--- src/rtl/button_conditioner.sv ---
// Debounced, prioritised move strobes for four active-low buttons.
// Define AUTO_REPEAT_EN to re-issue held buttons after REPEAT_DELAY/REPEAT_PERIOD.
module button_conditioner #(
  parameter int DEBOUNCE_CYCLES = 1000000,
  parameter int REPEAT_DELAY    = 50000000,
  parameter int REPEAT_PERIOD   = 25000000
) (
  input  logic clk,
  input  logic reset,
  input  logic up,
  input  logic down,
  input  logic left,
  input  logic right,
  output logic up_o,
  output logic down_o,
  output logic left_o,
  output logic right_o,
  output logic pending
);

  if (!(DEBOUNCE_CYCLES >= 2 && DEBOUNCE_CYCLES < 2**24 &&
        REPEAT_DELAY > 0 && REPEAT_PERIOD > 0)) begin : g_bad_cfg
    $error("button_conditioner: illegal parameter value");
  end

  typedef enum logic [1:0] {
    IDLE,
    PRESS_CNT,
    HELD,
    REL_CNT
  } state_t;

  localparam logic [23:0] DB = 24'(DEBOUNCE_CYCLES);

  logic [3:0]  s1, s2;
  logic [3:0]  pend, grant, set, rset;
  state_t      st   [4];
  state_t      st_n [4];
  logic [23:0] cnt   [4];
  logic [23:0] cnt_n [4];

  always_comb begin
    for (int i = 0; i < 4; i++) begin
      st_n[i]  = st[i];
      cnt_n[i] = cnt[i];
      set[i]   = 1'b0;
      unique case (st[i])
        IDLE: if (!s2[i]) begin
          st_n[i]  = PRESS_CNT;
          cnt_n[i] = 24'd1;
        end
        PRESS_CNT: begin
          if (s2[i]) begin
            st_n[i]  = IDLE;
            cnt_n[i] = '0;
          end else if (cnt[i] == DB) begin
            st_n[i]  = HELD;
            cnt_n[i] = '0;
            set[i]   = 1'b1;
          end else begin
            cnt_n[i] = cnt[i] + 24'd1;
          end
        end
        HELD: if (s2[i]) begin
          st_n[i]  = REL_CNT;
          cnt_n[i] = 24'd1;
        end
        REL_CNT: begin
          if (!s2[i]) begin
            st_n[i]  = HELD;
            cnt_n[i] = '0;
          end else if (cnt[i] == DB) begin
            st_n[i]  = IDLE;
            cnt_n[i] = '0;
          end else begin
            cnt_n[i] = cnt[i] + 24'd1;
          end
        end
        default: begin
          st_n[i]  = IDLE;
          cnt_n[i] = '0;
        end
      endcase
    end
  end

`ifdef AUTO_REPEAT_EN
  localparam logic [31:0] RD = 32'(REPEAT_DELAY - 1);
  localparam logic [31:0] RP = 32'(REPEAT_PERIOD - 1);

  logic [31:0] rpt [4];
  logic [3:0]  rfirst;

  always_comb begin
    rset = '0;
    for (int i = 0; i < 4; i++)
      rset[i] = (st[i] == HELD) && (st_n[i] == HELD) &&
                (rpt[i] == (rfirst[i] ? RD : RP));
  end

  always_ff @(posedge clk) begin
    for (int i = 0; i < 4; i++) begin
      if (reset || st[i] != HELD) begin
        rpt[i]    <= '0;
        rfirst[i] <= 1'b1;
      end else if (rset[i]) begin
        rpt[i]    <= '0;
        rfirst[i] <= 1'b0;
      end else begin
        rpt[i]    <= rpt[i] + 32'd1;
      end
    end
  end
`else
  assign rset = '0;
`endif

  // Lowest index wins: up > down > left > right.
  always_comb begin
    grant = '0;
    priority case (1'b1)
      pend[0]: grant = 4'b0001;
      pend[1]: grant = 4'b0010;
      pend[2]: grant = 4'b0100;
      pend[3]: grant = 4'b1000;
      default: grant = '0;
    endcase
  end

  always_ff @(posedge clk) begin
    if (reset) begin
      s1      <= '1;
      s2      <= '1;
      pend    <= '0;
      up_o    <= 1'b1;
      down_o  <= 1'b1;
      left_o  <= 1'b1;
      right_o <= 1'b1;
      pending <= 1'b0;
      for (int i = 0; i < 4; i++) begin
        st[i]  <= IDLE;
        cnt[i] <= '0;
      end
    end else begin
      s1      <= {right, left, down, up};
      s2      <= s1;
      // A new set beats the clear from issuing in the same cycle.
      pend    <= (pend & ~grant) | set | rset;
      up_o    <= ~grant[0];
      down_o  <= ~grant[1];
      left_o  <= ~grant[2];
      right_o <= ~grant[3];
      pending <= |pend;
      for (int i = 0; i < 4; i++) begin
        st[i]  <= st_n[i];
        cnt[i] <= cnt_n[i];
      end
    end
  end

endmodule

--- config.mk ---
export PLATFORM = sky130hd
export DESIGN_NAME = button_conditioner
export DESIGN_NICKNAME = d
export VERILOG_FILES = /design/src/rtl/button_conditioner.sv
export SDC_FILE = /design/constraint.sdc
export NUM_CORES = 1
export LEC_CHECK = 0
export CORE_ASPECT_RATIO = 0.8
export CORE_MARGIN = 3
export CORE_UTILIZATION = 68
export DETAILED_ROUTE_END_ITERATION = 8
export DONT_BUFFER_PORTS = 1
export HOLD_SLACK_MARGIN = 0.08
export PLACE_DENSITY = 0.95
export RECOVER_POWER = 50
export SYNTH_ARGS = -nofsm -noshare
export SYNTH_HDL_FRONTEND = slang
export SYNTH_SLANG_ARGS = --single-unit
--- constraint.sdc ---
create_clock -name clk -period 3.3 [get_ports clk]
set_clock_uncertainty 0.1 [all_clocks]
set_input_delay 0.66 -clock clk [delete_from_list [all_inputs] [get_ports clk]]
set_output_delay 0.66 -clock clk [all_outputs]
set_load 0.01 [all_outputs]
-- Word level (Yosys, flattened, before mapping)
Memories as Yosys holds them, arrays and structs flattened.
Index checks and enable logic that the tools add are counted.
- register bits: 17
- memory bits (writable): 104
- input bits: 6
- output and inout port bits: 5
- logic and storage cells: 129
- memories kept: 2
- add/sub/neg operators: 4
- equality and inequality tests: 16
- muxes and demuxes: 79
- bitwise logic cells: 15
- reductions and logical operators: 5
- memories (name ; words ; bits a word ; read ports ; clocked after Yosys merged registers in ; wr ports ; RTL line ; RTL):
    cnt ; 4 ; 24 ; 4 ; 0 ; 4 ; 39 ; logic [23:0] cnt [4];
    st ; 4 ; 2 ; 4 ; 0 ; 4 ; 37 ; state_t st [4];
- operators by type and width (cell ; count):
    24-bit 2-to-1 mux ; 24
    24-bit one-hot mux with 4 select lines ; 4
    24-bit by 1-bit adder with 24-bit output (second input constant) ; 4
    24-bit by 20-bit equality test with 1-bit output (second input constant) ; 4
    2-bit 2-to-1 mux ; 28
    2-bit one-hot mux with 4 select lines ; 4
    2-bit equality test (second input constant) ; 8
    4-bit 2-to-1 mux ; 4
    1-bit 2-to-1 mux ; 15
    2-bit by 1-bit equality test with 1-bit output (second input constant) ; 4
    2-bit logical NOT ; 4
    1-bit bitwise OR ; 8
    4-bit bitwise AND ; 1
    1-bit inverter ; 4
    4-bit inverter ; 1
    4-bit bitwise OR ; 1
    4-bit OR reduction ; 1

-- Longest topological paths before layout
Gate-level depths: netlist (run 1).
- depth in word-level cells: 7
- depth in mapped cells: 9
- depth with buffers taken out: 7

-- Worst setup path after synthesis (run 1)
Ideal clock, no wire load.
- path kind: register to register
- start: mem st[3][0] in the netlist's numbering
- end: mem cnt[3][10]
- library setup time: 0.070 ns
- data arrival time: 1.988 ns
- data required time: 3.130 ns
- setup slack: 1.142 ns
- cell stages (with the launch flop): 9
- cells stage by stage: dfxtp_1 > inv_1 > ha_1 > and3b_1 > nor4b_2 > clkbuf_1 > nand4_1 > or2_0 > a21oi_1
- RTL lines (item ; RTL line):
    from (decl) ; 37
    to (decl) ; 39

==> results_dict.tcl, run 1 <==
set metrics [dict create \
    outcome "completed" \
    detailedPlacementHpwl_um 9460 \
    launch_instance_of_the_worst_register_to_register_path "cnt[0][0]" \
    post-place-cells 825 \
    route.final.wire_length_um 15100 \
    gp_routability_congestion 0.916 \
    number_of_synthesized_flops_with_an_enable_pin 0 \
    sequential_to_total_area_share_from_yosys_stat_pct 40.2 \
    clock_latency_of_the_later_clocked_register_in_the_worst_skew_pair_ns 0.54 \
    num_io_pins 11 \
    worstRegToRegCells 8 \
    post-route-period-util_pct 84.6 \
    totalNegativeSetupSlack_ns 0 \
    drt-wirelength-per-cell_um 17.6 \
    worstHoldEndpoint "cnt[0][1]" \
    layout_cell_share_with_drive_strength_beyond_1_pct 8.20 \
    max_slew_margin_pct 19.2 \
    placement.cell_area_mm2 0.00609 \
    grt_remaining_overflow 0 \
    tritoncts "built" \
    arrival_ns 3.15 \
    synth.most_common_cell "sky130_fd_sc_hd__dfxtp_1" \
    postLayoutCoreUtil_pct 77.4 \
    grt_max_degree 38 \
    post_cts_buffers 0 \
    net-switching-power_mw 1.07 \
    numPortBuffers 0 \
    synth.top_cells.by_area "sky130_fd_sc_hd__dfxtp_1 40%, sky130_fd_sc_hd__a21oi_1 4.8%, sky130_fd_sc_hd__nand3_1 4.8%, sky130_fd_sc_hd__nor2_1 4.0%, sky130_fd_sc_hd__nand2_1 3.7%" \
    grt_first_pass_wirelength_um 25600 \
    floorplan.initialDensity_pct 70.5 \
    worst_slew_pin_slew_ns 1.21 \
    endpoint_kind "register" \
    drt.antenna.violating_nets 0 \
    deepest_clock_path_buffer_count 2 \
    r2r_setup_slack_ns 0.51 \
    seq_power_share_pct 41.7 \
    floorplan.rows 30 \
    hold_buffers 0 \
    setup.worst_path.class "reg2reg" \
    starting_drc_count_in_detailed_routing 683 \
    cts.sinks 121 \
    worst_min_path_class "in2reg" \
    synth-main-ff-cell "sky130_fd_sc_hd__dfxtp_1" \
    timing.hold.worst_path_depth 1 \
    power.combinational.fraction_pct 12.3 \
    final-setup-viol-count 0 \
    timing.final.max_slew_violations 0 \
    fillers 559 \
    synth_nets 760 \
    final.min_clock_period_ns 2.79 \
    routed_via_density 6.70 \
    kind_of_start_point_of_the_critical_path "register" \
    cts_buffers 17 \
    fp.dieH_um 90.2 \
    fin_area_mm2 0.00662 \
    drt_first_pass_iters 5 \
    cts_resized 0 \
    areaGrowthSynthToFinish_pct 9.79 \
    timing.fmax_mhz 358 \
    finalHoldViolations 0 \
    place_ws_ns 0.565 \
    total_power_mw 3.71 \
    num_vias 5738 \
    final.hold.worst_slack_ns 0.0957 \
    die_extent_in_x_um 111 \
    final_critical_path_setup_slack_ns 0.507 \
    netlist_top_cells_count "121 x sky130_fd_sc_hd__dfxtp_1, 64 x sky130_fd_sc_hd__nor2_1, 60 x sky130_fd_sc_hd__nand2_1" \
    first_global_vias 5392 \
    synth_cells 740 \
    ir_worst_vdd_mv 0.494 \
    overall_track_demand_over_capacity_in_global_routing_pct 30.6 \
    coreArea_mm2 0.00856 \
    syn_area_per_cell_um2 8.15 \
    cts.reportedPaths.clkPinSlew_ns 0.06 \
    switching_part_of_the_total_pct 29.0 \
    async_set_reset_flop_share_out_of_synthesis_pct 0 \
    drc_errors 0 \
    power.static_leakage_nw 2.16 \
    cts_root_buffer "sky130_fd_sc_hd__clkbuf_8" \
    area_fraction_of_the_dominant_cell_type_after_synthesis_pct 40.2 \
    cts_max_level 4 \
    timing.critical_path.required_ns 3.66 \
    synthDominantAreaCellType "sky130_fd_sc_hd__dfxtp_1" \
    initial_antenna_violation_count 0 \
    diodes 0 \
    syn_area_mm2 0.00603 \
    setup_repair_after_global_routing_missed_its_margin "false" \
    die_area_mm2 0.0100 \
    power_frac_clock_pct 46.0 \
    final_cell_count_no_fill 856 \
    synth.yosys.warnings 0 \
    crit_fanout 31 \
    hold_path.startpoint "reset" \
    p_per_area_mw_per_mm2 560 \
    synth_seq_cells 121 \
    cap_violations 0 \
    worstReg2RegEnd "cnt[0][14]" \
    number_of_nets_in_the_layout 752 \
    yosysUniqueCellTypes 63 \
    power_report.internal_total_mw 2.63 \
]
-- cell families (layout without fill, tap and decap cells) --
group	count (synthesis)	after routing	synth area share, %
AND/OR/NAND/NOR	355	355	32.2
AO/OA/AOI/OAI	145	145	14.5
flip-flops	121	121	40.2
buffers and inverters	64	68	4.17
XOR/XNOR	36	36	5.23
adder cells (fa/ha/maj)	14	14	2.91
multiplexers	5	5	0.830
-- power by group through the flow --
| stage | logic (mW) | registers (mW) | clock network [mW] |
|---|---|---|---|
| 2_1_floorplan | 0.347 | 1.57 | 0 |
| 3_3_place_gp | 0.405 | 1.57 | 0 |
| 3_5_place_dp | 0.432 | 1.58 | 0 |
| 4_1_cts | 0.446 | 1.55 | 1.71 |
| 5_1_grt | 0.510 | 1.56 | 1.77 |
| 6_report | 0.454 | 1.55 | 1.71 |
-- metal layers --
metal  GRT usage [%]  wire length (um)
met5               0                 0
met2            49.4              7250
met1            38.3              6060
met4            15.4               544
met3            7.47              1240
-- flip-flops by register name, summed over array words and instances (netlist names), named ones only --
name     cells
st           4
cnt         96
right_o      1
pend         4
left_o       1
s1           4
s2           4
pending      1
up_o         1
down_o       1
-- cells in the final DEF, fill, tap and decap left out, drive strengths merged, types with 2 or more instances in the layout --
cell      synthesis  layout
mux2i             5       5
a21oi            58      58
a211oi            4       4
clkbuf           23      18
and3             10      10
a22o              2       2
nor2b             4       4
nand2b            8       8
a22oi             2       2
nand3b            5       5
nand4            35      35
a41oi             4       4
nor4             14      14
o21ai            28      28
nor4b             6       6
dfxtp           121     121
clkinvlp          0       4
nand2            60      60
a31oi            28      28
o221ai            2       2
nor2             64      64
o2bb2ai           2       2
clkinv            0       7
or2              15      15
or4              12      12
nor3b             2       2
and4             11      11
and2              7       7
nand3            59      59
xor2             18      18
or4b              3       3
or3              11      11
xnor2            18      18
nor3             25      25
buf              11       6
inv              30      32
ha               14      14
o31ai             3       3
-- worst max-delay path, stage by stage, from the launching register on --
cell	delay, ns
sky130_fd_sc_hd__dfxtp_1	0.42
sky130_fd_sc_hd__inv_1	0.09
sky130_fd_sc_hd__ha_1	0.20
sky130_fd_sc_hd__nor3b_1	0.13
sky130_fd_sc_hd__and3_1	0.22
sky130_fd_sc_hd__a21oi_2	0.95
sky130_fd_sc_hd__buf_4	0.32
sky130_fd_sc_hd__o21ai_0	0.10
sky130_fd_sc_hd__a31oi_1	0.18
-- worst max path at each step --
stage / start / to / slack [ns]
2_1_floorplan: st[3][0] / cnt[3][10] / 1.14
3_3_place_gp: cnt[0][0] / cnt[0][6] / 0.75
3_5_place_dp: cnt[0][0] / cnt[0][9] / 0.57
4_1_cts: cnt[0][0] / cnt[0][14] / 0.54
5_1_grt: cnt[0][0] / cnt[0][6] / 0.28
6_report: cnt[0][0] / cnt[0][14] / 0.51
-- cell type report --
type                    instances  area (um2)  share of cell area [%]
clock inverters                14         128                    1.93
multi-input cells             555        3350                    50.7
clock buffers                  17         414                    6.26
well taps                     112         140                    2.12
flip-flops and latches        121        2420                    36.6
inverters                      30         113                    1.70
repair buffers                  7        48.8                   0.737
Power figures use the tool's default switching activity.
==> run 2: changes to the inputs <==
Settings changed: CORE_UTILIZATION 68 to 57, PLACE_DENSITY 0.95 to 0.87.
Clock period 3.3 ns to 2.37 ns, I/O delays scaled along.
==> results_dict.tcl, run 2 (synthesis results as in run 1) <==
set metrics [dict create \
    grt_remaining_overflow 0 \
    die_area_mm2 0.0119 \
    layout_cell_share_with_drive_strength_beyond_1_pct 10.4 \
    layout_commonest_cell "sky130_fd_sc_hd__dfxtp_1" \
    endpoint_kind "register" \
    final.min_clock_period_ns 2.28 \
    final.hold.worst_slack_ns 0.293 \
    p_per_area_mw_per_mm2 807 \
    first_global_vias 5291 \
    floorplan.rows 32 \
    total_power_mw 5.59 \
    power.static_leakage_nw 2.32 \
    routed_via_density 6.34 \
    gp_routability_congestion 0.922 \
    post-route-period-util_pct 96.0 \
    met2WireLength_um 6900 \
    top_reg_by_flops "cnt" \
    worst_min_path_class "in2reg" \
    drt_first_pass_iters 5 \
    met1Wirelength_um 6270 \
    arrival_ns 2.53 \
    timing.critical_path.max_delay_family "simple AND/OR/NAND/NOR gates" \
    timing.final.max_slew_violations 0 \
    final-setup-viol-count 0 \
    power.combinational.fraction_pct 12.1 \
    ir_worst_vdd_mv 0.628 \
    cp_slowest_stage_delay_ns 0.44 \
    setup.worst_path.class "reg2reg" \
    kind_of_start_point_of_the_critical_path "register" \
    crit_fanout 5 \
    power_report.internal_total_mw 4.13 \
    worst_slew_pin_slew_ns 1.14 \
    cts_buffers 17 \
    highest-signal-layer "met4" \
    switching_part_of_the_total_pct 26.2 \
    drt-wirelength-per-cell_um 16.1 \
    deepest_clock_path_buffer_count 2 \
    overall_track_demand_over_capacity_in_global_routing_pct 24.8 \
    floorplan.initialDensity_pct 60.5 \
    cts.reportedPaths.clkPinSlew_ns 0.06 \
    cpMaxStageDelayCell "sky130_fd_sc_hd__or3_4" \
    numPortBuffers 0 \
    starting_drc_count_in_detailed_routing 622 \
    num_io_pins 11 \
    route.final.wire_length_um 14600 \
    detailedPlacementHpwl_um 9370 \
    timing.fmax_mhz 439 \
    critical_path.n_buffers_inverters 2 \
    num_vias 5721 \
    drt.antenna.violating_nets 0 \
    finalHoldViolations 0 \
    initial_antenna_violation_count 1 \
    areaGrowthSynthToFinish_pct 15.0 \
    diodes 0 \
    drc_errors 0 \
    cts.sinks 121 \
    timing.critical_path.required_ns 2.63 \
    seq_power_share_pct 38.6 \
    die_extent_in_x_um 121 \
    setup_repair_after_global_routing_missed_its_margin "false" \
    outcome "completed" \
    largest_register_ffs 96 \
    clock_latency_of_the_later_clocked_register_in_the_worst_skew_pair_ns 0.42 \
    tritoncts "built" \
    fp.dieH_um 98.0 \
    number_of_nets_in_the_layout 773 \
    cts_max_level 4 \
    max_slew_margin_pct 24.0 \
    cts_root_buffer "sky130_fd_sc_hd__clkbuf_16" \
    fillers 727 \
    power_frac_clock_pct 49.3 \
    final_cell_mix "120 x sky130_fd_sc_hd__dfxtp_1, 64 x sky130_fd_sc_hd__nor2_1, 59 x sky130_fd_sc_hd__nand2_1" \
    coreArea_mm2 0.00997 \
    met3RoutedLength_um 1060 \
    net-switching-power_mw 1.46 \
    path_cells "inv_1 > ha_1 > and3b_1 > nor4b_2 > buf_4 > nand4_1 > or3_4 > a21oi_2" \
    cap_violations 0 \
    grt_first_pass_wirelength_um 24200 \
    grt_max_degree 32 \
]
==> run 2: cell types whose count changed in the layout (fill, tap and decap cells not counted), moves of 2 or more <==
cell                            previous run  this run
sky130_fd_sc_hd__dlygate4sd3_1             0         5
sky130_fd_sc_hd__clkinv_4                  4         2
sky130_fd_sc_hd__buf_4                     6        21
sky130_fd_sc_hd__clkbuf_1                  1         3
sky130_fd_sc_hd__bufinv_16                 1         4
sky130_fd_sc_hd__clkinvlp_4                4         1
==> run 2: final timing paths <==
check	endpoint	cells after the start	startpoint	slack, ns
min	cnt[2][10]	3	reset	0.29
min reg2reg	s2[0]	1	s1[0]	0.32
max	cnt[3][19]	8	st[3][0]	0.09
max reg2reg	cnt[3][19]	8	st[3][0]	0.09
==> run 2: power by group through the flow <==
stage | clock network, mW | registers, mW | logic (mW)
3_5_place_dp | 0 | 2.20 | 0.643
5_1_grt | 2.86 | 2.17 | 0.744
2_1_floorplan | 0 | 2.18 | 0.484
6_report | 2.76 | 2.16 | 0.678
3_3_place_gp | 0 | 2.19 | 0.615
4_1_cts | 2.77 | 2.15 | 0.670
==> run 2: through the flow <==
step	util [%]	std cells	instance area, um2	TNS [ns]	setup slack, ns
after floorplan	-	740	6030	0	0.212
after CTS	69.5	901	6930	0	0.0573
after detailed placement	62.4	861	6220	-0.0291	-0.0291
after global placement	62.4	861	6220	0	0.151
after global routing	69.6	902	6930	0	0.00116
final	69.6	902	6930	0	0.0942
==> run 2: what timing repair did <==
item / 4_1_cts / 5_1_grt
endpoints found under the setup margin: 1 / 7
pin swaps: 1 / 2
resized for setup: 0 / 4
hold endpoints to repair: 31 / 0
gates cloned: 0 / 0
hold buffers: 5 / 0
setup buffers: 3 / 0
==> run 2: area by class of cell <==
| type | count | area, um2 | area share, % |
|---|---|---|---|
| multi-input cells | 555 | 3370 | 48.6 |
| flip-flops and latches | 121 | 2420 | 35.0 |
| inverters | 30 | 113 | 1.62 |
| clock buffers | 21 | 460 | 6.64 |
| well taps | 136 | 170 | 2.45 |
| repair buffers | 28 | 231 | 3.34 |
| clock inverters | 11 | 169 | 2.44 |
==> run 2: worst register-to-register path, stage by stage (launching register included) <==
cell and delay (ns):
sky130_fd_sc_hd__dfxtp_2 0.35, sky130_fd_sc_hd__inv_1 0.08, sky130_fd_sc_hd__ha_1 0.30, sky130_fd_sc_hd__and3b_1 0.20, sky130_fd_sc_hd__nor4b_2 0.26, sky130_fd_sc_hd__buf_4 0.17, sky130_fd_sc_hd__nand4_1 0.18, sky130_fd_sc_hd__or3_4 0.44
sky130_fd_sc_hd__a21oi_2 0.13
==> run 2: layer usage <==
metal  vias to the layer above  global-route usage (%)
met4                         0                    9.32
met3                        38                    5.91
met5                         -                       0
li1                       2736                       -
met2                       262                    39.8
met1                      2685                    32.4
==> edit 1 (settings of run 2) <==
Put one more register stage on the output `pending`, with the module's reset. The value now appears one clock later. The other outputs are not delayed to match.
--- a/src/rtl/button_conditioner.sv
+++ b/src/rtl/button_conditioner.sv
@@ -17,6 +17,8 @@
   output logic right_o,
   output logic pending
 );
+
+  logic pending_s0;
 
   if (!(DEBOUNCE_CYCLES >= 2 && DEBOUNCE_CYCLES < 2**24 &&
         REPEAT_DELAY > 0 && REPEAT_PERIOD > 0)) begin : g_bad_cfg
@@ -136,7 +138,7 @@
       down_o  <= 1'b1;
       left_o  <= 1'b1;
       right_o <= 1'b1;
-      pending <= 1'b0;
+      pending_s0 <= 1'b0;
       for (int i = 0; i < 4; i++) begin
         st[i]  <= IDLE;
         cnt[i] <= '0;
@@ -150,7 +152,7 @@
       down_o  <= ~grant[1];
       left_o  <= ~grant[2];
       right_o <= ~grant[3];
-      pending <= |pend;
+      pending_s0 <= |pend;
       for (int i = 0; i < 4; i++) begin
         st[i]  <= st_n[i];
         cnt[i] <= cnt_n[i];
@@ -158,5 +160,13 @@
     end
   end
 
+  always_ff @(posedge clk) begin
+    if (reset) begin
+      pending <= '0;
+    end else begin
+      pending <= pending_s0;
+    end
+  end
+
 endmodule
 
Check against the original RTL: no difference found for any inputs over 10 cycles, from zero or initial values and one cycle with reset high; that may be too few to reach the edited logic, so the function may still have changed.
==> edit 1 against run 2 <==
Final cell count up 0.44%; core utilization down 1.8 points; final area up 0.83%; fmax down 0.88%; synthesized cell count down 0.81%; setup slack worse by 0.020 ns; area after synthesis up 0.64%; first-iteration DRC count down 23%; total power down 2.9%; sequential cell count up 1; wire length down 0.80%.
==> edit 1: results (changes against run 2) <==
stage,metric,value,unit,change
yosys,Async SR Flop Fraction,0,%,unchanged
routing,Iteration-0 DRC Markers,479,,was 622
setup_path,crit path launch type,flop,,unchanged
cells_and_area,layout cell share with drive strength beyond 1,11.9,%,was 10.4%
placement,dpl hpwl,9.55,mm,was 9.37 mm
placement,port bufs,0,,unchanged
cells_and_area,final layout net count,776,,was 773
cells_and_area,Layout fillers,782,,was 727
yosys,distinct cell type count after synthesis,57,,was 63
cells_and_area,Antenna Cells,0,,unchanged
cells_and_area,max reg flops,96,,unchanged
global_routing,initial antenna violation count,0,,was 1
global_routing,global routing usage on met2,40.6,%,was 39.8%
setup_path,reg2reg end,cnt[3][22],,was cnt[3][19]
cts,maximum clock path buffer count,2,,unchanged
global_routing,overall routing resource usage,25.1,%,was 24.8%
global_routing,met1 Use GR,32.1,%,was 32.4%
cells_and_area,Largest Register,cnt,,unchanged
hold_path,HP Class,in -> reg,,unchanged
setup_path,critical path peak fanout,5,,unchanged
global_routing,largest net degree at the start of global routing,36,,was 32
cts,H-tree depth,4,,unchanged
cts,clock latency on the worst-skew pair,0.41,ns,
placement,Placer Congestion,0.915,,was 0.922
cts,Post-CTS Setup Repair Bufs,0,,was 3
outcome,outcome,"complete, no violations",,unchanged
routing,Via Count,5711,,was 5721
cts,Num CTS Buffers,17,,unchanged
global_routing,met3 Track Usage GR,5.96,%,was 5.91%
global_routing,vias in the first global route,5332,,was 5291
yosys,Post-Synthesis Net Count,757,,was 760
setup_path,Worst Setup End Kind,flop,,unchanged
yosys,"Primary FF master, synth",dfxtp_1,,unchanged
setup_path,worst r2r src,cnt[3][5],,was st[3][0]
setup_path,worst r2r path cells,5,,was 8
cts,Root Driver,clkbuf_16,,unchanged
routing,final wirelength,14.4,mm,was 14.6 mm
yosys,"top cells by count, synth","122 x dfxtp_1, 88 x nor2_1, 58 x nand3_1",,"was 121 x dfxtp_1, 64 x nor2_1, 60 x nand2_1"
setup_path,reg2reg setup slack,0.07,ns,was 0.09 ns
pwr,worst vdd rail ir drop,0.694,mV,was 0.628 mV
cts,Worst-path clk slew,0.05,ns,
global_routing,first-pass GRT wire length,24.7,mm,was 24.2 mm
yosys,Synth area leaders,"dfxtp_1 40%, xnor2_1 6.2%, nor2_1 5.4%",,"was dfxtp_1 40%, a21oi_1 4.8%, nand3_1 4.8%"
timing,Slew @ Worst Pin,1.13,ns,was 1.14 ns
yosys,sequential area share after synthesis,40.2,%,about the same
yosys,yosys warns,0,,unchanged
pwr,P_leak,2.28,nW,was 2.32 nW
routing,TritonRoute pass-1 iters,5,,unchanged
setup_path,crit path DAT,2.54,ns,was 2.53 ns
==> edit 1: cell count changes in the layout (fill, tap and decap cells not counted), moves of 7 or more <==
cell / run 2 / this run
xnor2_1: 18 / 43
xor2_1: 18 / 11
o21ai_0: 26 / 10
a21oi_1: 56 / 24
nor4_1: 14 / 21
nor2_1: 64 / 88
==> edit 1: how the worst min path moves through the flow <==
stage | cells past startpoint | startpoint | slack [ns] | end
floorplan | 1 | pend[3] | 0.27 | right_o
global placement | 1 | s1[1] | 0.30 | s2[1]
detailed placement | 1 | s1[1] | 0.30 | s2[1]
CTS | 2 | reset | 0.19 | flop
global route | 3 | reset | 0.21 | cnt[0][23]
finish | 2 | reset | 0.21 | flop
==> edit 1: metrics by stage <==
stage          setup WS, ns  instances  area (sq um)
3_3_place_gp          0.152        868          6310
3_5_place_dp         0.0805        868          6310
5_1_grt            -0.00378        906          6990
2_1_floorplan        0.0985        734          6070
4_1_cts              0.0709        906          6960
6_report             0.0740        906          6990
==> edit 1: layer usage <==
metal  part of all wire (%)  vias up  wire length [microns]
li1                       -     2702                      -
met1                     42     2719                   6030
met2                     49      259                   7060
met3                    7.4       31                   1070
met4                    1.9        0                    274
met5                      0        -                      0
==> edit 1: cell type report <==
type                       count  share of cell area [%]
clock buffer                  20                    6.39
clock inverter                12                    1.79
inverter                      27                    1.45
multi-input combinational    557                    49.4
sequential                   122                    34.9
tap                          140                    2.51
timing repair buffer          28                    3.54
==> edit 1: critical path: stages (launching register included) <==
cell	delay, ns
dfxtp_1	0.41
nand4_2	0.16
or4_4	0.60
or3_1	0.40
or4_1	0.40
a31oi_1	0.16
==> edit 1: repair_timing <==
| item | CTS | global route |
|---|---|---|
| hold buffers | 6 | 0 |
| setup endpoints to repair | 0 | 19 |
| resized for setup | 0 | 7 |
| hold endpoints to repair | 35 | 0 |
==> edit 1: cells by family after synthesis <==
| kind of cell | Yosys count | share of synthesized area, % |
|---|---|---|
| simple gates | 384 | 33.8 |
| xor+xnor | 54 | 7.79 |
| compound gates | 101 | 10.9 |
| buf+inv | 55 | 3.53 |
| mux | 1 | 0.186 |
| flops | 122 | 40.2 |
| fa+ha+maj | 17 | 3.51 |
==> edit 1: power breakdown <==
part | internal [mW] | switching, mW | total (mW) | leakage, nW
logic | 0.244 | 0.514 | 0.758 | 1.01
registers | 2.11 | 0.0761 | 2.19 | 0.986
clock network | 1.57 | 0.922 | 2.49 | 0.276
total | 3.92 | 1.51 | 5.43 | 2.28
==> edit 2 (flow settings as in run 2) <==
Without the edit above. Add a define of `AUTO_REPEAT_EN`.
--- a/src/rtl/button_conditioner.sv
+++ b/src/rtl/button_conditioner.sv
@@ -1,5 +1,7 @@
 // Debounced, prioritised move strobes for four active-low buttons.
 // Define AUTO_REPEAT_EN to re-issue held buttons after REPEAT_DELAY/REPEAT_PERIOD.
+`define AUTO_REPEAT_EN
+
 module button_conditioner #(
   parameter int DEBOUNCE_CYCLES = 1000000,
   parameter int REPEAT_DELAY    = 50000000,
Behaviour: no difference found for any inputs over 4 cycles, from zero or initial values and one cycle with reset high; that may be too few to reach the edited logic, so the function may still have changed.
==> edit 2 against run 2 <==
Global-route usage down 1.3 points; critical endpoint is now rpt[1][21]; the flow now finishes with violations (setup timing); final area up 130%; fmax down 4.8%; area after synthesis up 120%; synthesized cell count up 99%; setup slack worse by 0.12 ns; sequential cell count up 132; wire length up 110%; total power up 64%; critical path type unchanged; count of clock-buffer cells in the layout up 10; largest cell class unchanged.
==> edit 2: results (changes against run 2) <==
stage,metric,value,unit,change
outcome,outcome,"complete, but fails checks",,"was complete, no violations"
outcome,failing checks,setup timing,,
setup_path,critical path peak fanout,8,,was 5
pwr,P_leak,5.55,nW,was 2.32 nW
cells_and_area,non-filler cells in the finished layout,1980,,was 902
placement,# placed instances,1922,,was 861
cts,maximum clock path buffer count,3,,was 2
global_routing,vias in the first global route,10956,,was 5291
global_routing,initial antenna violation count,0,,was 1
yosys,sequential area share after synthesis,46.9,%,was 40.2%
global_routing,global routing usage on met2,40.2,%,was 39.8%
cts,H-tree depth,1,,was 4
timing,worst setup margin,-0.0217,ns,was 0.0942 ns
placement,area post-placement,14800,sq um,was 6220 sq um
pwr,seq pwr,4.77,mW,was 2.16 mW
pwr,worst vdd rail ir drop,0.499,mV,was 0.628 mV
cts,clock latency on the worst-skew pair,0.53,ns,was 0.42 ns
timing,setup TNS,-0.121,ns,was 0 ns
yosys,"top cells by count, synth","188 x nor2_1, 134 x nand2_1, 128 x edfxtp_1",,"was 121 x dfxtp_1, 64 x nor2_1, 60 x nand2_1"
setup_path,CP max stage cell,or4b_1,,was or3_4
global_routing,largest net degree at the start of global routing,38,,was 32
global_routing,first-pass GRT wire length,50.9,mm,was 24.2 mm
setup_path,crit path DAT,2.57,ns,was 2.53 ns
global_routing,overall routing resource usage,23.5,%,was 24.8%
timing,"Setup violations, final",9,,was 0
timing,Max-Slew Margin vs Limit,59.0,%,was 24.0%
pwr,share of power burned in the clock network,44.8,%,was 49.3%
cts,# hold bufs at CTS,7,,was 5
setup_path,max incr delay on CP,0.54,ns,was 0.44 ns
routing,TritonRoute pass-1 iters,7,,was 5
yosys,Post-synth EDFFs,128,,was 0
cells_and_area,final layout net count,1673,,was 773
routing,Via Count,11510,,was 5721
pwr,PwrDens,580,nW/um^2,was 807 nW/um^2
placement,post-placement setup slack,-0.0607,ns,was -0.0291 ns
cts,post_cts resized,5,,was 0
yosys,most numerous cell in the Yosys netlist,nor2_1,,was dfxtp_1
cells_and_area,layout cell share with drive strength beyond 1,10.4,%,about the same
yosys,distinct cell type count after synthesis,71,,was 63
pwr,Int Pwr,7.22,mW,was 4.13 mW
routing,final wirelength,30.5,mm,was 14.6 mm
routing,Iteration-0 DRC Markers,971,,was 622
placement,dpl hpwl,20.5,mm,was 9.37 mm
[edit 2: changes by cell type after synthesis, moves of 18 or more]
cell	change
edfxtp_1	+128
inv_1	+21
nand3_1	+34
nand4_1	+20
and3_1	+24
xor2_1	+43
nor3_1	+18
nand2_1	+74
xnor2_1	+58
nor4_1	+31
nor2_1	+124
or3_1	+18
[edit 2: routing by layer]
metal	part of all wire (%)	vias to the layer above
met4	1.9	0
met1	45	5478
li1	-	5636
met3	5.6	50
met5	0	-
met2	48	346
[edit 2: critical path: cells and delay by family, from the launching register on]
family                 cells  cell delay, ns
buffers and inverters      2            0.27
and+or+nand+nor            3            0.82
DFF                        1            0.38
AOI/OAI and AO/OA          2            0.57
[edit 2: layout make-up]
class                   instances  area (sq um)
clock buffers                  31           699
inverters                      51           191
repair buffers                 90           767
well taps                     306           383
fillers                      1729          7010
multi-input cells            1234          7320
clock inverters                15           151
flip-flops and latches        253          6350
[edit 2: final timing paths]
path | slack (ns) | from | cells after the start | to
max reg2reg | -0.02 | rpt[1][10] | 7 | rpt[1][21]
max | -0.02 | rpt[1][10] | 7 | rpt[1][21]
min reg2reg | 0.31 | s1[0] | 1 | s2[0]
min | 0.11 | reset | 2 | cnt[0][15]
[edit 2: kinds of logic after synthesis]
kind of cell / after synthesis / synth area share [%]
adder cells (fa/ha/maj): 12 / 1.11
buffers and inverters: 111 / 3.72
XOR/XNOR: 137 / 8.87
other: 1 / 0.0277
multiplexers: 7 / 0.518
AO/OA/AOI/OAI: 198 / 9.19
AND/OR/NAND/NOR: 752 / 29.7
flip-flops: 253 / 46.9
